<file path="src/rtl/retired_rat_recover_pkg.sv">
`default_nettype none
// ============================================================================
//  Module      : retired_rat_recover_pkg
//  Description : Shared types for the retirement RAT: physical / architectural
//                register index types and the recovery FSM state encoding.
//  Revision    : 1.0  initial release
// ============================================================================
package retired_rat_recover_pkg;

    localparam int unsigned c_DEF_PREG_W   = 6;
    localparam int unsigned c_DEF_NUM_ARCH = 32;

    typedef logic [c_DEF_PREG_W-1:0]             preg_t;
    typedef logic [$clog2(c_DEF_NUM_ARCH)-1:0]   arch_t;

    typedef enum logic [1:0] {
        IDLE = 2'd0,
        COPY = 2'd1,
        DONE = 2'd2
    } recover_state_t;

endpackage : retired_rat_recover_pkg
`default_nettype wire

</file>
<file path="src/rtl/retired_rat_recover_if.sv">
`default_nettype none
// ============================================================================
//  Module      : retired_rat_recover_if
//  Description : Commit, free-list and recovery-stream bundle of the
//                retirement RAT. slave = the RAT, master = its environment.
//  Revision    : 1.0  initial release
// ============================================================================
interface retired_rat_recover_if #(
    parameter int SS       = 2,
    parameter int NUM_ARCH = 32,
    parameter int PREG_W   = 6,
    parameter int COPY_BW  = 8
);
    localparam int c_AW = $clog2(NUM_ARCH);

    logic [SS-1:0]                   commit_valid;
    logic [SS-1:0][c_AW-1:0]         commit_arch_rd;
    logic [SS-1:0][PREG_W-1:0]       commit_preg;
    logic                            commit_ready;

    logic [SS-1:0]                   free_valid;
    logic [SS-1:0][PREG_W-1:0]       free_preg;

    logic                            flush_req;
    logic                            recover_valid;
    logic                            recover_ready;
    logic [c_AW-1:0]                 recover_base;
    logic [COPY_BW-1:0][PREG_W-1:0]  recover_data;
    logic                            recover_busy;
    logic                            recover_done;

    modport master (
        output commit_valid, commit_arch_rd, commit_preg, flush_req, recover_ready,
        input  commit_ready, free_valid, free_preg, recover_valid, recover_base,
               recover_data, recover_busy, recover_done
    );

    modport slave (
        input  commit_valid, commit_arch_rd, commit_preg, flush_req, recover_ready,
        output commit_ready, free_valid, free_preg, recover_valid, recover_base,
               recover_data, recover_busy, recover_done
    );

endinterface : retired_rat_recover_if
`default_nettype wire

</file>
<file path="src/rtl/retired_rat_recover_commit_resolve.sv">
`default_nettype none
// ============================================================================
//  Module      : rrat_commit_resolve
//  Description : Combinational intra-group resolution for a multi-lane commit.
//                For each lane it finds the mapping that lane displaces (the
//                youngest older lane writing the same register, else the
//                table) and whether the lane's write survives (youngest wins).
//                Writes to x0 are dropped entirely.
//  Revision    : 1.0  initial release
// ============================================================================
module rrat_commit_resolve
    import retired_rat_recover_pkg::*;
#(
    parameter int SS     = 2,
    parameter int AW     = 5,
    parameter int PREG_W = 6
) (
    input  wire logic [SS-1:0]             i_valid,
    input  wire logic [SS-1:0][AW-1:0]     i_arch_rd,
    input  wire logic [SS-1:0][PREG_W-1:0] i_new_preg,
    input  wire logic [SS-1:0][PREG_W-1:0] i_tbl_preg,
    output logic      [SS-1:0][PREG_W-1:0] o_old_preg,
    output logic      [SS-1:0]             o_free_en,
    output logic      [SS-1:0]             o_wr_en
);

    logic [SS-1:0] w_live;

    // A lane is live when it commits and targets a register other than x0
    always_comb begin
        w_live = '0;
        for (int i = 0; i < SS; i++) begin
            w_live[i] = i_valid[i] && (i_arch_rd[i] != '0);
        end
    end

    // Older lanes forward their preg as the displaced mapping; younger lanes suppress the write
    always_comb begin
        o_old_preg = i_tbl_preg;
        o_free_en  = w_live;
        o_wr_en    = w_live;
        for (int i = 0; i < SS; i++) begin
            for (int j = 0; j < SS; j++) begin
                if ((j < i) && w_live[j] && (i_arch_rd[j] == i_arch_rd[i])) begin
                    o_old_preg[i] = i_new_preg[j];
                end
                if ((j > i) && w_live[j] && (i_arch_rd[j] == i_arch_rd[i])) begin
                    o_wr_en[i] = 1'b0;
                end
            end
        end
    end

endmodule : rrat_commit_resolve
`default_nettype wire

</file>
<file path="src/rtl/retired_rat_recover.sv">
`default_nettype none
// ============================================================================
//  Module      : retired_rat_recover
//  Description : Retirement register alias table. Applies multi-lane commits,
//                returns displaced physical registers to the free list one
//                cycle later, and on flush streams the committed map to the
//                speculative RAT in COPY_BW-entry beats (valid/ready).
//  Revision    : 1.0  initial release
// ============================================================================
module retired_rat_recover
    import retired_rat_recover_pkg::*;
#(
    parameter int SS       = 2,
    parameter int NUM_ARCH = 32,
    parameter int PREG_W   = 6,
    parameter int COPY_BW  = 8
) (
    input  wire logic             clk,
    input  wire logic             rst,
    retired_rat_recover_if.slave  bus
);

    localparam int c_AW        = $clog2(NUM_ARCH);
    localparam int c_NUM_BEATS = NUM_ARCH / COPY_BW;
    localparam int c_BEAT_W    = (c_NUM_BEATS > 1) ? $clog2(c_NUM_BEATS) : 1;

    localparam logic [c_BEAT_W-1:0] c_LAST_BEAT = c_BEAT_W'(c_NUM_BEATS - 1);
    localparam logic [c_AW-1:0]     c_BEAT_STEP = c_AW'(COPY_BW);

    localparam logic [1:0] c_ST_IDLE = IDLE;
    localparam logic [1:0] c_ST_COPY = COPY;
    localparam logic [1:0] c_ST_DONE = DONE;

    logic [PREG_W-1:0]              r_table     [NUM_ARCH];
    logic [PREG_W-1:0]              w_table_nxt [NUM_ARCH];

    logic                           w_commit_ready;
    logic [SS-1:0]                  w_fire;
    logic [SS-1:0][PREG_W-1:0]      w_tbl_rd;
    logic [SS-1:0][PREG_W-1:0]      w_old_preg;
    logic [SS-1:0]                  w_free_en;
    logic [SS-1:0]                  w_wr_en;

    logic [SS-1:0]                  r_free_valid;
    logic [SS-1:0][PREG_W-1:0]      r_free_preg;

    logic [1:0]                     r_state;
    logic [c_BEAT_W-1:0]            r_beat;
    logic [c_AW-1:0]                r_base;
    logic [COPY_BW-1:0][PREG_W-1:0] r_data;

    logic                           w_start;
    logic                           w_accept;
    logic                           w_last;
    logic                           w_load;
    logic [c_AW-1:0]                w_load_base;
    logic [COPY_BW-1:0][PREG_W-1:0] w_snap;

    assign w_commit_ready = (r_state == c_ST_IDLE);
    assign w_fire         = bus.commit_valid & {SS{w_commit_ready}};

    assign w_start     = (r_state == c_ST_IDLE) && bus.flush_req;
    assign w_accept    = (r_state == c_ST_COPY) && bus.recover_ready;
    assign w_last      = (r_beat == c_LAST_BEAT);
    assign w_load      = w_start || (w_accept && !w_last);
    assign w_load_base = w_start ? '0 : (r_base + c_BEAT_STEP);

    // Current mapping of each lane's destination, before any same-group update
    always_comb begin
        w_tbl_rd = '0;
        for (int i = 0; i < SS; i++) begin
            w_tbl_rd[i] = r_table[bus.commit_arch_rd[i]];
        end
    end

    rrat_commit_resolve #(
        .SS     (SS),
        .AW     (c_AW),
        .PREG_W (PREG_W)
    ) u_resolve (
        .i_valid    (w_fire),
        .i_arch_rd  (bus.commit_arch_rd),
        .i_new_preg (bus.commit_preg),
        .i_tbl_preg (w_tbl_rd),
        .o_old_preg (w_old_preg),
        .o_free_en  (w_free_en),
        .o_wr_en    (w_wr_en)
    );

    // Table as it will look after this cycle's commits; also feeds the flush snapshot
    always_comb begin
        w_table_nxt = r_table;
        for (int i = 0; i < SS; i++) begin
            if (w_wr_en[i]) begin
                w_table_nxt[bus.commit_arch_rd[i]] = bus.commit_preg[i];
            end
        end
    end

    // Gather the next beat's entries so a flush sees same-cycle commits
    always_comb begin
        w_snap = '0;
        for (int j = 0; j < COPY_BW; j++) begin
            w_snap[j] = w_table_nxt[w_load_base + c_AW'(j)];
        end
    end

    // Architectural map storage, identity after reset
    always_ff @(posedge clk) begin
        if (rst) begin
            for (int k = 0; k < NUM_ARCH; k++) begin
                r_table[k] <= PREG_W'(k);
            end
        end else begin
            r_table <= w_table_nxt;
        end
    end

    // Displaced registers go to the free list one cycle after commit
    always_ff @(posedge clk) begin
        if (rst) begin
            r_free_valid <= '0;
            r_free_preg  <= '0;
        end else begin
            r_free_valid <= w_free_en;
            for (int i = 0; i < SS; i++) begin
                r_free_preg[i] <= w_free_en[i] ? w_old_preg[i] : '0;
            end
        end
    end

    // Recovery sequencer: IDLE -> COPY (one beat per handshake) -> DONE -> IDLE
    always_ff @(posedge clk) begin
        if (rst) begin
            r_state <= c_ST_IDLE;
            r_beat  <= '0;
            r_base  <= '0;
        end else begin
            case (r_state)
                c_ST_IDLE: begin
                    if (bus.flush_req) begin
                        r_state <= c_ST_COPY;
                        r_beat  <= '0;
                        r_base  <= '0;
                    end
                end
                c_ST_COPY: begin
                    if (bus.recover_ready) begin
                        if (w_last) begin
                            r_state <= c_ST_DONE;
                        end else begin
                            r_beat <= r_beat + c_BEAT_W'(1);
                            r_base <= w_load_base;
                        end
                    end
                end
                c_ST_DONE: begin
                    r_state <= c_ST_IDLE;
                end
                default: begin
                    r_state <= c_ST_IDLE;
                end
            endcase
        end
    end

    // Beat payload register, reloaded on flush start and on each non-final acceptance
    always_ff @(posedge clk) begin
        if (rst) begin
            r_data <= '0;
        end else if (w_load) begin
            r_data <= w_snap;
        end
    end

    assign bus.commit_ready  = w_commit_ready;
    assign bus.free_valid    = r_free_valid;
    assign bus.free_preg     = r_free_preg;
    assign bus.recover_valid = (r_state == c_ST_COPY);
    assign bus.recover_base  = r_base;
    assign bus.recover_data  = r_data;
    assign bus.recover_busy  = (r_state != c_ST_IDLE);
    assign bus.recover_done  = (r_state == c_ST_DONE);

endmodule : retired_rat_recover
`default_nettype wire

</file>
<file path="src/flat_wrapper.sv">
// flat-port wrapper written by rule: the top's interface ports become plain ports
module retired_rat_recover_flat import retired_rat_recover_pkg::*;
#(
    parameter int SS       = 2,
    parameter int NUM_ARCH = 32,
    parameter int PREG_W   = 6,
    parameter int COPY_BW  = 8
)
  (clk, rst, bus_commit_valid, bus_commit_arch_rd, bus_commit_preg, bus_flush_req, bus_recover_ready, bus_commit_ready, bus_free_valid, bus_free_preg, bus_recover_valid, bus_recover_base, bus_recover_data, bus_recover_busy, bus_recover_done);
  retired_rat_recover_if #(.SS(SS), .NUM_ARCH(NUM_ARCH), .PREG_W(PREG_W), .COPY_BW(COPY_BW)) bus_i ();
  input  wire logic clk;
  input  wire logic rst;
  input wire logic [$bits(bus_i.commit_valid)-1:0] bus_commit_valid;
  input wire logic [$bits(bus_i.commit_arch_rd)-1:0] bus_commit_arch_rd;
  input wire logic [$bits(bus_i.commit_preg)-1:0] bus_commit_preg;
  input wire logic [$bits(bus_i.flush_req)-1:0] bus_flush_req;
  input wire logic [$bits(bus_i.recover_ready)-1:0] bus_recover_ready;
  output wire logic [$bits(bus_i.commit_ready)-1:0] bus_commit_ready;
  output wire logic [$bits(bus_i.free_valid)-1:0] bus_free_valid;
  output wire logic [$bits(bus_i.free_preg)-1:0] bus_free_preg;
  output wire logic [$bits(bus_i.recover_valid)-1:0] bus_recover_valid;
  output wire logic [$bits(bus_i.recover_base)-1:0] bus_recover_base;
  output wire logic [$bits(bus_i.recover_data)-1:0] bus_recover_data;
  output wire logic [$bits(bus_i.recover_busy)-1:0] bus_recover_busy;
  output wire logic [$bits(bus_i.recover_done)-1:0] bus_recover_done;
  assign bus_i.commit_valid = bus_commit_valid;
  assign bus_i.commit_arch_rd = bus_commit_arch_rd;
  assign bus_i.commit_preg = bus_commit_preg;
  assign bus_i.flush_req = bus_flush_req;
  assign bus_i.recover_ready = bus_recover_ready;
  assign bus_commit_ready = bus_i.commit_ready;
  assign bus_free_valid = bus_i.free_valid;
  assign bus_free_preg = bus_i.free_preg;
  assign bus_recover_valid = bus_i.recover_valid;
  assign bus_recover_base = bus_i.recover_base;
  assign bus_recover_data = bus_i.recover_data;
  assign bus_recover_busy = bus_i.recover_busy;
  assign bus_recover_done = bus_i.recover_done;
  retired_rat_recover #(.SS(SS), .NUM_ARCH(NUM_ARCH), .PREG_W(PREG_W), .COPY_BW(COPY_BW)) u_core (.clk(clk), .rst(rst), .bus(bus_i));
endmodule
</file>
<file path="config.mk">
export PLATFORM = sky130hd
export DESIGN_NAME = retired_rat_recover_flat
export DESIGN_NICKNAME = d
export VERILOG_FILES = /design/src/rtl/retired_rat_recover_pkg.sv /design/src/rtl/retired_rat_recover_if.sv /design/src/rtl/retired_rat_recover_commit_resolve.sv /design/src/rtl/retired_rat_recover.sv /design/src/flat_wrapper.sv
export SDC_FILE = /design/constraint.sdc
export NUM_CORES = 1
export LEC_CHECK = 0
export CAP_MARGIN = 10
export CORE_UTILIZATION = 25
export CTS_CLUSTER_DIAMETER = 100
export DETAILED_ROUTE_END_ITERATION = 10
export PLACE_DENSITY_LB_ADDON = 0.25
export SYNTH_ARGS = -nofsm -noshare
export SYNTH_HDL_FRONTEND = slang
export SYNTH_SLANG_ARGS = --single-unit
</file>
<file path="constraint.sdc">
create_clock -name clk -period 13.65 [get_ports clk]
set_input_delay 2.0475 -clock clk [delete_from_list [all_inputs] [get_ports clk]]
set_output_delay 2.0475 -clock clk [all_outputs]
set_load 0.02 [all_outputs]
</file>
==> flow_metrics.env, run 1 <==
export IMPL_status="complete, but fails checks"
export IMPL_violations="capacitance limit"
export IMPL_clk_pin_slew_ps=60
export IMPL_port_buffers=98
export IMPL_grt_usage_pct=31.1
export IMPL_dp_cells=4612
export IMPL_synth_most_common_cell="nor2_1"
export IMPL_synth_main_ff_cell="dfxtp_1"
export IMPL_insertedDiodeCount=0
export IMPL_cp_data_required_time_ps=14150
export IMPL_slew_violations=0
export IMPL_antenna_found_initial=7
export IMPL_ys_types=98
export IMPL_tns_ps=0
export IMPL_cp_cell_sequence="buf_2 > buf_4 > xnor2_1 > and4_1 > buf_4 > a211o_1 > nor2_1 > o311ai_1 > mux2i_1 > mux4_2 > nand2_1 > o22ai_1 > a211o_1"
export IMPL_cap_violations=1
export IMPL_seq_area_sq_mm=0.00527
export IMPL_vias=30200
export IMPL_clkLatencyLatePin_ps=610
export IMPL_cts_buffers=38
export IMPL_cts_resized=0
export IMPL_startpoint_type="input pin"
export IMPL_post_drt_wl_per_cell_microns=35.8
export IMPL_hold_violations=0
export IMPL_rows=117
export IMPL_fillers=11000
export IMPL_die_w_microns=324
export IMPL_ys_top_cells_by_count="nor2_1, nand2_1, dfxtp_1"
export IMPL_vias_per_cell=6.44
export IMPL_synth_top_area_cell="dfxtp_1"
export IMPL_cts_buffer_depth=3
export IMPL_cts_sinks=263
export IMPL_ys_warnings_count=0
export IMPL_gp_congestion=1.06
export IMPL_setup_violations=0
export IMPL_cp_top_family="compound AO/OA/AOI/OAI gates"
export IMPL_ys_ff_latch=263
export IMPL_synthCells=3324
export IMPL_crit_type="input pin to flop"
export IMPL_drt_iter0_drc=5054
export IMPL_cts_tree="built"
export IMPL_synth_nets=3362
export IMPL_dr_pass1_iters=6
export IMPL_multi_input_area_sq_mm=0.0194
export IMPL_post_route_period_util_pct=53.5
export IMPL_drt_total_wl_microns=168000
export IMPL_async_reset_ff_share_pct=0
export IMPL_power_density_mw_per_mm2=81.9
export IMPL_layout_nets=3323
export IMPL_grt_pass1_wl_microns=229000
export IMPL_layout_cells_non_filler=4683
export IMPL_max_stage_delay_ps=1210
export IMPL_start_util_pct=25.4
export IMPL_cpMaxStageDelayCell="o311ai_1"
export IMPL_dieArea_sq_mm=0.105
export IMPL_fp_dieH_microns=324
export IMPL_p_leak_nw=10.5
export IMPL_synth_edf_count=0
export IMPL_path_buf_inv=3
export IMPL_fmax_mhz=137
export IMPL_grt_max_degree=84
export IMPL_synth_area_leaders="dfxtp_1, mux4_2, mux2i_1"
export IMPL_synth_top_area_share_pct=20.3
export IMPL_cp_arrival_ps=7800
export IMPL_ctsRootBufferMaster="clkbuf_16"
export IMPL_fin_crit_ps=7300
export IMPL_ant_nets=0
export IMPL_irDropWorstVdd_mv=0.0640
export IMPL_rsz0062_at_grt="false"
export IMPL_syn_avg_cell_area_sq_um=7.81
export IMPL_cts_hold_buffers_added=0
export IMPL_grt_overflow_total=0
export IMPL_syn_area_sq_mm=0.0260
export IMPL_clock_skew_final_ps=41.0
export IMPL_drive_above_1_share_pct=17.0
export IMPL_yosysSeqAreaShare_pct=20.3
export IMPL_drc=0
export IMPL_area_growth_pct=15.4
export IMPL_final_util_pct=29.3
export IMPL_cts_htree_levels=2
export IMPL_grt_pass1_vias=27300
export IMPL_pin_count=99
export IMPL_core_area_sq_mm=0.102
export IMPL_total_power_mw=2.45
export IMPL_worstPathMaxFanout=49
export IMPL_hp_class="flop to flop"
export IMPL_post_cts_buffers=0
export IMPL_tightest_slew_ps=1450
export IMPL_slew_headroom_pct=1.69
export IMPL_cp_end_kind="flop"
export IMPL_dp_hpwl_microns=124000
[worst register-to-register path, delay by kind of cell, from the launching register on]
family / cells / cell delay [ps]
muxes: 2 / 970
and+or+nand+nor: 4 / 1500
AOI/OAI and AO/OA: 4 / 2370
buffers and inverters: 1 / 420
DFF: 1 / 570
[final cells by class]
type                    instances  share of cell area [%]
inverters                      22                   0.301
flip-flops and latches        263                    17.6
multi-input cells            2700                    64.7
clock buffers                  54                    3.68
well taps                    1368                    5.71
clock inverters                16                   0.789
repair buffers                260                    7.24
[power by group]
group	internal, mW	total, mW	switching (mW)
Clock	0.660	1.11	0.447
Sequential	0.791	0.815	0.0237
Combinational	0.164	0.533	0.369
[layout by cell type (no fill, tap or decap), types with 16 or more instances in the layout]
| master | Yosys | layout |
|---|---|---|
| nor2_1 | 511 | 508 |
| nand2_1 | 288 | 285 |
| dfxtp_1 | 263 | 263 |
| mux2i_1 | 218 | 218 |
| o21ai_0 | 183 | 182 |
| buf_4 | 5 | 162 |
| mux4_2 | 151 | 151 |
| nand3_1 | 119 | 119 |
| a21oi_1 | 102 | 102 |
| nor3_1 | 95 | 94 |
| clkdlybuf4s50_1 | 0 | 90 |
| a211oi_1 | 68 | 67 |
| nand2b_1 | 65 | 65 |
| a31oi_1 | 64 | 64 |
| o22ai_1 | 47 | 47 |
| mux2_2 | 46 | 46 |
| or2_2 | 42 | 42 |
| nor4_1 | 42 | 41 |
| nor2b_1 | 40 | 40 |
| clkbuf_16 | 0 | 39 |
| a22oi_1 | 37 | 37 |
| o211ai_1 | 36 | 36 |
| a221oi_1 | 30 | 30 |
| o221ai_1 | 29 | 29 |
| nand4_1 | 28 | 28 |
| a211o_1 | 25 | 25 |
| a31o_2 | 24 | 24 |
| inv_1 | 19 | 18 |
| or3_1 | 18 | 18 |
| a32o_1 | 18 | 18 |
| a22o_1 | 17 | 17 |
| xnor2_1 | 23 | 16 |
| o31ai_1 | 16 | 16 |
| o311ai_0 | 16 | 16 |
| a2111oi_0 | 16 | 16 |
| o2111ai_1 | 17 | 16 |
[state kept, by name (all words and copies together) (netlist names)]
register / cells
u_core.r_table: 192
u_core.bus.recover_data: 48
u_core.bus.free_valid: 2
u_core.bus.recover_base: 5
u_core.bus.free_preg: 12
u_core.r_state: 2
u_core.r_beat: 2
[cell families (layout without fill, tap and decap cells)]
family	after synthesis	in the layout	synth area share (%)
AOI/OAI and AO/OA	920	920	25.4
xor gates and xnor gates	31	31	1.05
muxes	416	416	23.6
and+or+nand+nor	1323	1323	23.6
adders and majority gates	10	10	0.482
buffers and inverters	361	352	5.60
DFF	263	263	20.3
[per-layer routing]
layer	up-vias	track usage (%)	wire length (microns)
met4	4	17.2	10900
met3	397	10.4	23100
met5	-	0	25
li1	12600	-	-
met1	14900	41.7	66500
met2	2319	43.5	67300
[metrics by stage]
step           cell area [sq um]  setup WS (ps)  hold WS, ps
4_1_cts                    30000           6690          468
3_5_place_dp               28600           6080          460
3_3_place_gp               28600           6100          444
6_report                   30000           6350          460
2_1_floorplan              26000           7210          436
5_1_grt                    30000           6440          499
[worst paths after layout]
path | end | slack, ps | from | cells past startpoint
max | u_core.bus.recover_data[11]$_SDFFE_PP0P_ | 6350 | bus_commit_arch_rd[1] | 13
min | u_core.bus.recover_data[44]$_SDFFE_PP0P_ | 460 | u_core.bus.recover_data[44]$_SDFFE_PP0P_ | 2
max reg2reg | u_core.bus.recover_data[11]$_SDFFE_PP0P_ | 7730 | u_core.r_state[0]$_SDFFE_PP0P_ | 11
min reg2reg | u_core.bus.recover_data[44]$_SDFFE_PP0P_ | 460 | u_core.bus.recover_data[44]$_SDFFE_PP0P_ | 2
No activity file was read; power rests on OpenSTA's default activity.
==> run 2, diff against run 1 <==
clock period = 6.1 ns   (was 13.65 ns; I/O delays follow)
==> run 2 against run 1 <==
  * The run now ends clean
  * Sequential power grew 120%
  * Non-clock buffer count grew 125
  * Core utilization grew 0.99 points
==> flow_metrics.env, run 2 (synthesis results as in run 1) <==
export IMPL_r2r_start="u_core.r_state[0]$_SDFFE_PP0P_"
export IMPL_cts_buffers=38
export IMPL_p_leak_nw=11.1
export IMPL_cts_htree_levels=2
export IMPL_final_cell_mix="nor2_1, nand2_1, buf_4, dfxtp_1, mux2i_1"
export IMPL_cp_data_required_time_ps=6580
export IMPL_crit_path_start="u_core.r_state[0]$_SDFFE_PP0P_"
export IMPL_cts_buffer_depth=3
export IMPL_total_power_mw=5.65
export IMPL_cp_end_kind="flop"
export IMPL_cp_cell_sequence="or3b_1 > nand2b_1 > buf_4 > inv_1 > ha_1 > xor2_1 > nand2_1 > a31o_2 > a2111oi_0 > buf_4 > a211oi_1 > a32o_1"
export IMPL_port_buffers=98
export IMPL_fin_crit_ps=5320
export IMPL_post_cts_buffers=0
export IMPL_startpoint_type="flop"
export IMPL_vias=31300
export IMPL_grt_usage_pct=32.8
export IMPL_drc=0
export IMPL_tns_ps=0
export IMPL_reg2reg_to="u_core.bus.recover_data[24]$_SDFFE_PP0P_"
export IMPL_postLayoutCellArea_sq_mm=0.0310
export IMPL_rr_worst_depth=12
export IMPL_clkLatencyLatePin_ps=630
export IMPL_clk_pin_slew_ps=60
export IMPL_cp_arrival_ps=5800
export IMPL_fillers=11000
export IMPL_status="complete, no violations"
export IMPL_irDropWorstVdd_mv=0.168
export IMPL_worst_hold_slack_ps=461
export IMPL_area_growth_pct=19.3
export IMPL_worstPathMaxFanout=12
export IMPL_post_drt_wl_per_cell_microns=36.8
export IMPL_dp_cells=4736
export IMPL_vias_per_cell=6.51
export IMPL_cts_resized=0
export IMPL_cp_top_family="compound AO/OA/AOI/OAI gates"
export IMPL_dp_hpwl_microns=132000
export IMPL_cpMaxStageDelayCell="a2111oi_0"
export IMPL_hold_violations=0
export IMPL_ant_nets=0
export IMPL_worstSetupEndpoint="u_core.bus.recover_data[24]$_SDFFE_PP0P_"
export IMPL_rsz0062_at_grt="false"
export IMPL_drt_total_wl_microns=177000
export IMPL_layout_nets=3448
export IMPL_layout_cells_non_filler=4808
export IMPL_grt_pass1_wl_microns=240000
export IMPL_drive_above_1_share_pct=20.0
export IMPL_slew_violations=0
export IMPL_critPathMostFrequentCell="buf_4"
export IMPL_largest_register="u_core.r_table"
export IMPL_cp_depth=12
export IMPL_reg2reg_slack_ps=780
export IMPL_drt_iter0_drc=5303
export IMPL_cts_hold_buffers_added=0
export IMPL_cap_violations=0
export IMPL_post_dp_cell_area_sq_mm=0.0296
export IMPL_grt_pass1_vias=28200
export IMPL_crit_type="flop to flop"
export IMPL_fp_dieH_microns=324
export IMPL_die_w_microns=324
export IMPL_ctsRootBufferMaster="clkbuf_16"
export IMPL_start_util_pct=25.4
export IMPL_hp_class="flop to flop"
export IMPL_tightest_slew_ps=1370
export IMPL_setup_violations=0
export IMPL_core_area_sq_mm=0.102
export IMPL_cts_sinks=263
export IMPL_dr_pass1_iters=9
export IMPL_grt_max_degree=135
export IMPL_path_buf_inv=3
export IMPL_final_common_cell="nor2_1"
export IMPL_slew_headroom_pct=8.40
export IMPL_cts_tree="built"
export IMPL_largest_reg_flops=192
export IMPL_post_route_period_util_pct=87.2
export IMPL_dieArea_sq_mm=0.105
export IMPL_gp_congestion=1.05
export IMPL_pin_count=99
export IMPL_fmax_mhz=188
export IMPL_rows=117
export IMPL_clock_skew_final_ps=40.9
export IMPL_grt_overflow_total=0
export IMPL_power_density_mw_per_mm2=182
export IMPL_antenna_found_initial=3
export IMPL_max_stage_delay_ps=850
==> run 2: worst min path at each step <==
| stage | cells past startpoint | startpoint | end |
|---|---|---|---|
| 2_1_floorplan | 2 | u_core.r_beat[1]$_SDFFE_PP0P_ | u_core.r_beat[1]$_SDFFE_PP0P_ |
| 3_3_place_gp | 2 | u_core.r_beat[1]$_SDFFE_PP0P_ | u_core.r_beat[1]$_SDFFE_PP0P_ |
| 3_5_place_dp | 2 | u_core.r_beat[1]$_SDFFE_PP0P_ | u_core.r_beat[1]$_SDFFE_PP0P_ |
| 4_1_cts | 2 | u_core.r_beat[1]$_SDFFE_PP0P_ | u_core.r_beat[1]$_SDFFE_PP0P_ |
| 5_1_grt | 2 | u_core.r_beat[1]$_SDFFE_PP0P_ | u_core.r_beat[1]$_SDFFE_PP0P_ |
| 6_report | 2 | u_core.r_beat[1]$_SDFFE_PP0P_ | u_core.r_beat[1]$_SDFFE_PP0P_ |
==> run 2: power by group <==
group	internal (mW)	switching [mW]
Clock	1.52	1.05
Combinational	0.396	0.860
Sequential	1.77	0.0580
==> run 2: worst register-to-register path: cells and delay by family (launching register included) <==
family | cells | cell delay (ps)
compound gates | 4 | 1540
simple gates | 3 | 1090
buf+inv | 3 | 990
flops | 1 | 830
fa+ha+maj | 1 | 510
xor+xnor | 1 | 250
==> run 2: cell type report <==
class / instances / area, sq um / area share, %
tap: 1368 / 1710 / 5.53
clock buffer: 46 / 1040 / 3.36
multi-input combinational: 2700 / 19400 / 62.5
sequential: 263 / 5270 / 17.0
antenna: 2 / 5.00 / 0.0162
timing repair buffer: 385 / 3170 / 10.2
inverter: 22 / 90.1 / 0.291
clock inverter: 22 / 328 / 1.06
==> run 2: stage by stage <==
stage | setup slack, ps | utilization (%)
finish | 782 | 30.3
global route | 743 | 30.3
CTS | 1060 | 30.3
detailed placement | 549 | 28.9
global placement | 495 | 28.9
floorplan | 788 | -
==> run 2: routing by layer <==
layer / share of wire [%] / up-vias / GRT usage, %
met1: 40 / 15500 / 43.2
met5: 0.026 / - / 0.0926
met4: 6.9 / 6 / 18.5
met3: 14 / 516 / 12.0
li1: - / 12800 / -
met2: 39 / 2519 / 45.6
